$ cat src/rtl/drive_arbiter.sv
// Drive arbiter: estop/manual/line arbitration, per-wheel PWM, and dead-time sequencing on polarity reversal.
// Optional duty ramping is enabled by defining DRIVE_RAMP_EN. Encoding: direction 0 = FORWARDS, 1 = REVERSE.
module drive_arbiter #(
  parameter int PWM_PERIOD = 100,
  parameter int DUTY_FULL  = 100,
  parameter int DUTY_SLOW  = 40,
  parameter int DUTY_PIVOT = 60,
  parameter int DEADTIME   = 50000,
  parameter int RAMP_STEP  = 5
) (
  input  logic       clk,
  input  logic       rst,
  input  logic       direction,
  input  logic [3:0] dir_cmd,
  input  logic       man_en,
  input  logic [3:0] man_cmd,
  input  logic       estop,
  output logic       pwm_l,
  output logic       pwm_r,
  output logic       dir_l,
  output logic       dir_r,
  output logic [1:0] state,
  output logic [1:0] src
);

  localparam int DW = 9;
  localparam int TW = (DEADTIME > 1) ? $clog2(DEADTIME) : 1;

  localparam logic [DW-1:0] PERIOD_LAST = DW'(PWM_PERIOD - 1);
  localparam logic [DW-1:0] D_FULL      = DW'(DUTY_FULL);
  localparam logic [DW-1:0] D_SLOW      = DW'(DUTY_SLOW);
  localparam logic [DW-1:0] D_PIVOT     = DW'(DUTY_PIVOT);
  localparam logic [TW-1:0] DT_LAST     = TW'(DEADTIME - 1);

`ifdef DRIVE_RAMP_EN
  localparam bit RAMP_EN = 1'b1;
`else
  localparam bit RAMP_EN = 1'b0;
`endif
  // Without ramping the step limit exceeds any possible duty difference, so duty jumps to target.
  localparam logic [DW:0] STEP_LIM = (DW+1)'(RAMP_EN ? RAMP_STEP : 512);

  localparam logic       FORWARDS     = 1'b0;
  localparam logic [3:0] CMD_STOP     = 4'd0;
  localparam logic [3:0] CMD_PROCEED  = 4'd1;
  localparam logic [3:0] CMD_HARD_L   = 4'd2;
  localparam logic [3:0] CMD_HARD_R   = 4'd3;
  localparam logic [3:0] CMD_NINETY_L = 4'd4;
  localparam logic [3:0] CMD_NINETY_R = 4'd5;

  typedef enum logic [1:0] {
    S_IDLE  = 2'd0,
    S_RUN   = 2'd1,
    S_DEAD  = 2'd2,
    S_ESTOP = 2'd3
  } state_e;

  state_e        state_q, state_d;
  logic [DW-1:0] cnt_q, cnt_d;
  logic [TW-1:0] dt_q, dt_d;
  logic [DW-1:0] duty_l_q, duty_l_d, duty_r_q, duty_r_d;
  logic          dir_l_q, dir_l_d, dir_r_q, dir_r_d;
  logic          pwm_l_q, pwm_l_d, pwm_r_q, pwm_r_d;
  logic [1:0]    src_q, src_d;
  logic [DW-1:0] tgt_duty_l_q, tgt_duty_l_d, tgt_duty_r_q, tgt_duty_r_d;
  logic          tgt_pol_l_q, tgt_pol_l_d, tgt_pol_r_q, tgt_pol_r_d;
  logic          tgt_stop_q, tgt_stop_d;

  logic [3:0] sel_cmd;
  logic       fwd_l, fwd_r;
  logic       wrap, pol_diff;

  function automatic logic [DW-1:0] step_toward(input logic [DW-1:0] cur, input logic [DW-1:0] tgt);
    logic [DW-1:0] step;
    step = STEP_LIM[DW-1:0];
    if (tgt > cur)
      step_toward = ({1'b0, tgt - cur} > STEP_LIM) ? cur + step : tgt;
    else
      step_toward = ({1'b0, cur - tgt} > STEP_LIM) ? cur - step : tgt;
  endfunction

  always_comb begin
    sel_cmd = dir_cmd;
    src_d   = 2'd0;
    if (estop) begin
      sel_cmd = CMD_STOP;
      src_d   = 2'd2;
    end else if (man_en) begin
      sel_cmd = man_cmd;
      src_d   = 2'd1;
    end
  end

  // STOP keeps the present wheel polarity so that stopping never triggers a dead-time.
  always_comb begin
    tgt_stop_d   = 1'b0;
    tgt_duty_l_d = '0;
    tgt_duty_r_d = '0;
    fwd_l        = 1'b1;
    fwd_r        = 1'b1;
    case (sel_cmd)
      CMD_PROCEED:  begin tgt_duty_l_d = D_FULL;  tgt_duty_r_d = D_FULL;  end
      CMD_HARD_L:   begin tgt_duty_l_d = D_SLOW;  tgt_duty_r_d = D_FULL;  end
      CMD_HARD_R:   begin tgt_duty_l_d = D_FULL;  tgt_duty_r_d = D_SLOW;  end
      CMD_NINETY_L: begin tgt_duty_l_d = D_PIVOT; tgt_duty_r_d = D_PIVOT; fwd_l = 1'b0; end
      CMD_NINETY_R: begin tgt_duty_l_d = D_PIVOT; tgt_duty_r_d = D_PIVOT; fwd_r = 1'b0; end
      default:      tgt_stop_d = 1'b1;
    endcase
    tgt_pol_l_d = tgt_stop_d ? dir_l_q : (fwd_l ^ (direction != FORWARDS));
    tgt_pol_r_d = tgt_stop_d ? dir_r_q : (fwd_r ^ (direction != FORWARDS));
  end

  assign wrap     = (cnt_q == PERIOD_LAST);
  assign pol_diff = (tgt_pol_l_q != dir_l_q) || (tgt_pol_r_q != dir_r_q);
  assign cnt_d    = wrap ? '0 : cnt_q + DW'(1);

  always_comb begin
    state_d  = state_q;
    dt_d     = dt_q;
    duty_l_d = duty_l_q;
    duty_r_d = duty_r_q;
    dir_l_d  = dir_l_q;
    dir_r_d  = dir_r_q;
    if (estop) begin
      state_d  = S_ESTOP;
      dt_d     = '0;
      duty_l_d = '0;
      duty_r_d = '0;
    end else begin
      case (state_q)
        S_IDLE: begin
          if (wrap) begin
            duty_l_d = '0;
            duty_r_d = '0;
          end
          if (!tgt_stop_q) begin
            if (pol_diff) begin
              state_d  = S_DEAD;
              dt_d     = '0;
              duty_l_d = '0;
              duty_r_d = '0;
            end else begin
              state_d = S_RUN;
            end
          end
        end
        S_RUN: begin
          if (pol_diff) begin
            state_d  = S_DEAD;
            dt_d     = '0;
            duty_l_d = '0;
            duty_r_d = '0;
          end else if (tgt_stop_q) begin
            state_d = S_IDLE;
            if (wrap) begin
              duty_l_d = '0;
              duty_r_d = '0;
            end
          end else if (wrap) begin
            duty_l_d = step_toward(duty_l_q, tgt_duty_l_q);
            duty_r_d = step_toward(duty_r_q, tgt_duty_r_q);
          end
        end
        S_DEAD: begin
          duty_l_d = '0;
          duty_r_d = '0;
          // Polarity is taken from the target as it stands at the terminal count, not at entry.
          if (dt_q == DT_LAST) begin
            dt_d    = '0;
            dir_l_d = tgt_pol_l_q;
            dir_r_d = tgt_pol_r_q;
            state_d = tgt_stop_q ? S_IDLE : S_RUN;
          end else begin
            dt_d = dt_q + TW'(1);
          end
        end
        default: begin
          duty_l_d = '0;
          duty_r_d = '0;
          dt_d     = '0;
          state_d  = S_DEAD;
        end
      endcase
    end
  end

  // Output PWM is registered from next-state values, so duty zeroing shows on the same edge.
  assign pwm_l_d = (cnt_d < duty_l_d);
  assign pwm_r_d = (cnt_d < duty_r_d);

  always_ff @(posedge clk or negedge rst) begin
    if (!rst) begin
      state_q      <= S_IDLE;
      cnt_q        <= '0;
      dt_q         <= '0;
      duty_l_q     <= '0;
      duty_r_q     <= '0;
      dir_l_q      <= 1'b1;
      dir_r_q      <= 1'b1;
      pwm_l_q      <= 1'b0;
      pwm_r_q      <= 1'b0;
      src_q        <= 2'd0;
      tgt_duty_l_q <= '0;
      tgt_duty_r_q <= '0;
      tgt_pol_l_q  <= 1'b1;
      tgt_pol_r_q  <= 1'b1;
      tgt_stop_q   <= 1'b1;
    end else begin
      state_q      <= state_d;
      cnt_q        <= cnt_d;
      dt_q         <= dt_d;
      duty_l_q     <= duty_l_d;
      duty_r_q     <= duty_r_d;
      dir_l_q      <= dir_l_d;
      dir_r_q      <= dir_r_d;
      pwm_l_q      <= pwm_l_d;
      pwm_r_q      <= pwm_r_d;
      src_q        <= src_d;
      tgt_duty_l_q <= tgt_duty_l_d;
      tgt_duty_r_q <= tgt_duty_r_d;
      tgt_pol_l_q  <= tgt_pol_l_d;
      tgt_pol_r_q  <= tgt_pol_r_d;
      tgt_stop_q   <= tgt_stop_d;
    end
  end

  assign pwm_l = pwm_l_q;
  assign pwm_r = pwm_r_q;
  assign dir_l = dir_l_q;
  assign dir_r = dir_r_q;
  assign state = state_q;
  assign src   = src_q;

endmodule

$ cat config.mk
export PLATFORM = sky130hd
export DESIGN_NAME = drive_arbiter
export DESIGN_NICKNAME = d
export VERILOG_FILES = /design/src/rtl/drive_arbiter.sv
export SDC_FILE = /design/constraint.sdc
export NUM_CORES = 1
export LEC_CHECK = 0
export CAP_MARGIN = 40
export CORE_MARGIN = 1.5
export CORE_UTILIZATION = 36
export DETAILED_ROUTE_END_ITERATION = 10
export HOLD_SLACK_MARGIN = 0.03
export PLACE_DENSITY = 0.59
export SYNTH_ARGS = -nofsm -noshare
export SYNTH_HDL_FRONTEND = slang
export SYNTH_SLANG_ARGS = --single-unit
$ cat constraint.sdc
create_clock -name clk -period 5.9 [get_ports clk]
set_input_delay 1.18 -clock clk [delete_from_list [all_inputs] [get_ports clk]]
set_output_delay 1.18 -clock clk [all_outputs]
set_load 0.005 [all_outputs]
==> impl_metrics.ini <==
[yosys]
ys_types = 59
postSynthAreaPerCell_um2 = 10.1
synthCells = 351
synth_edf_count = 0
synth_flop_cell = dfrtp_1
synth.largest_area_cell = dfrtp_1
yosysMostFrequentCell = dfrtp_1
synthesis.area_um2 = 3550
syn_nets = 382
synthTopCellsByCount = dfrtp_1 (59), nand3_1 (36), nand2_1 (19)
ys_ff_latch = 64
yosysSeqAreaShare_pct = 45.3
synth_top_area_share_pct = 41.6
synth-async-reset-ratio_pct = 100
yosysWarnings = 0
yosys-top-cells-area = dfrtp_1 (42%), ha_1 (6.3%), nand3_1 (5.1%), dfstp_2 (3.7%), a21o_1 (3.2%)

[min_path]
worstHoldStart = duty_l_q[7]
hold_path_class = reg2reg
min_delay_path_depth = 1
whs_endpoint = duty_l_q[7]

[sta]
max_freq_ghz = 0.257
hold_violations = 0
post-route-min-period_ns = 3.89
finalSetupTns_ns = 0
setup_violations = 0
tightest_slew_ns = 0.824
finalCritPeriodShare_pct = 65.9
drv_slew = 0
rsz0062_at_grt = false
relSlewSlack_pct = 45.1
fin_skew_ns = 0.0140
hold_ws_ns = 0.509

[critical_path]
slowest_delay_ns = 0.44
path_cells = clkdlybuf4s50_1 > buf_4 > nor2_1 > nand2_1 > buf_4 > a21o_1 > ha_1 > a21o_1 > a21oi_1 > nor2b_1 > a2111oi_0
timing.rr.end = pwm_l
path_class = in2reg
crit_cells = 11
cp_num_buf_inv = 3
critPathLaunchType = input pin
reg2reg_slack_ns = 2.85
path_max_fanout = 21
crit_required_ns = 6.11
cpLargestDelayFamily = buffers and inverters
r2r_cells = 10
reg2reg_from = dir_r
critPathCaptureType = flop
crit_arrival_ns = 4.09
crit_path_top_delay_cell = nor2_1

[clock_tree]
cts_tree = built
clk_pin_slew_ns = 0.06
cts_htree_levels = 3
cts.sinks = 64
hold_buffers = 0
cts-root-buf = clkbuf_8
cts_buffer_depth = 2
clk_latency_ns = 0.34
cts_resized = 0
cts_setup_buffers = 0
cts_made_buffers = 9

[global_routing]
grt_use_total_pct = 15.6
grt_pass1_vias = 2569
globalRouteOverflowTotal = 0
grt_max_degree = 65
grt_pass1_wl_um = 12800
antenna_found_initial = 0

[floorplan]
io_pins = 21
fp-row-count = 36
chipHeight_um = 102
initial_core_util_pct = 36.7
core_region_area_um2 = 9680
die_area_um2 = 10500
die_w_um = 102

[power_and_ir_drop]
vdd_ir_drop_max_mv = 0.112
power_density_nw_per_um2 = 232
power.static_leakage_uw = 0.00170

[place]
gp_congestion = 0.819
io_buffers = 20
hpwl_um = 5160

[drt]
route.vias.total = 2706
viasPerCell = 5.34
routedWlPerCell_um = 14.5
dr.pass1.iters = 5
routed_wl_um = 7370
post-route-drc-count = 0
route.antenna.remaining_nets = 0
drt_iter0_drc = 168

[cells_and_area]
final_nets = 400
drive_gt1_share_pct = 11.8
syn_to_final_growth_pct = 15.2
num_antenna_cells = 0

[run_status]
outcome = finished clean

[job]
drv_cap = 0
==> per-layer routing <==
metal | vias up | share of wire (%) | GRT usage [%]
met5 | - | 0 | 0
met4 | 0 | 1.1 | 5.16
li1 | 1353 | - | -
met3 | 9 | 3.9 | 3.63
met2 | 65 | 44 | 22.7
met1 | 1279 | 51 | 22.8
==> area by class of cell <==
class	count	area, um2
multi-input cells	260	1810
flip-flops and latches	64	1610
repair buffers	25	240
fillers	936	5600
clock buffers	14	173
clock inverters	2	60.1
inverters	9	33.8
well taps	133	166
==> where the power goes <==
group          total (uW)  switching [uW]  internal [uW]
Combinational        56.6            33.1           23.5
Sequential            456            6.07            450
Clock                 436             163            273
==> worst max path at each step <==
stage	slack [ns]	to	start
finish	2.01	pwm_l	estop
detailed placement	1.62	pwm_l	estop
CTS	1.97	pwm_l	estop
global route	1.74	pwm_l	estop
global placement	1.82	pwm_r	estop
floorplan	2.96	pwm_l	estop
==> worst reg2reg max path, stage by stage, from the launching register on <==
cell	delay, ns
dfstp_2	0.56
xor2_1	0.13
o22ai_2	0.37
nand2_1	0.38
buf_4	0.33
a21o_1	0.17
ha_1	0.29
a21o_1	0.16
a21oi_1	0.13
nor2b_1	0.06
a2111oi_0	0.33
==> cell families after synthesis <==
logic type,count (synthesis),synth area share [%]
AOI/OAI and AO/OA,78,14.8
xor gates and xnor gates,11,2.93
adders and majority gates,18,6.34
buffers and inverters,27,3.77
DFF,64,45.3
muxes,7,2.19
and+or+nand+nor,146,24.7
==> state kept, by name, summed over array words and instances (netlist names) <==
register,count
cnt_q,9
dir_l,1
dir_r,1
dt_q,16
duty_l_q,9
duty_r_q,9
pwm_l,1
pwm_r,1
src,2
state,2
tgt_duty_l_q,5
tgt_duty_r_q,5
tgt_pol_l_q,1
tgt_pol_r_q,1
tgt_stop_q,1
==> metrics by stage <==
stage | power (uW) | setup WS, ns | util [%] | std cells | instance area, um2
2_1_floorplan | 493 | 2.96 | - | 351 | 3550
3_3_place_gp | 520 | 1.82 | 39.7 | 490 | 3840
3_5_place_dp | 521 | 1.62 | 39.8 | 491 | 3860
4_1_cts | 961 | 1.97 | 42.2 | 507 | 4090
5_1_grt | 989 | 1.74 | 42.2 | 507 | 4090
6_report | 948 | 2.01 | 42.2 | 507 | 4090
==> layout by cell type, fill, tap and decap left out, types with 9 or more instances in the layout <==
cell and n:
clkdlybuf4s50_1 19, inv_1 9, ha_1 18, xnor2_1 9, clkbuf_8 12, nor2_1 15
a31oi_1 18, dfrtp_1 59, nand2_1 19, a21oi_1 18, nand4_1 10, and3_1 15
a21o_1 15, nand3_1 36
Power figures use the tool's default switching activity.
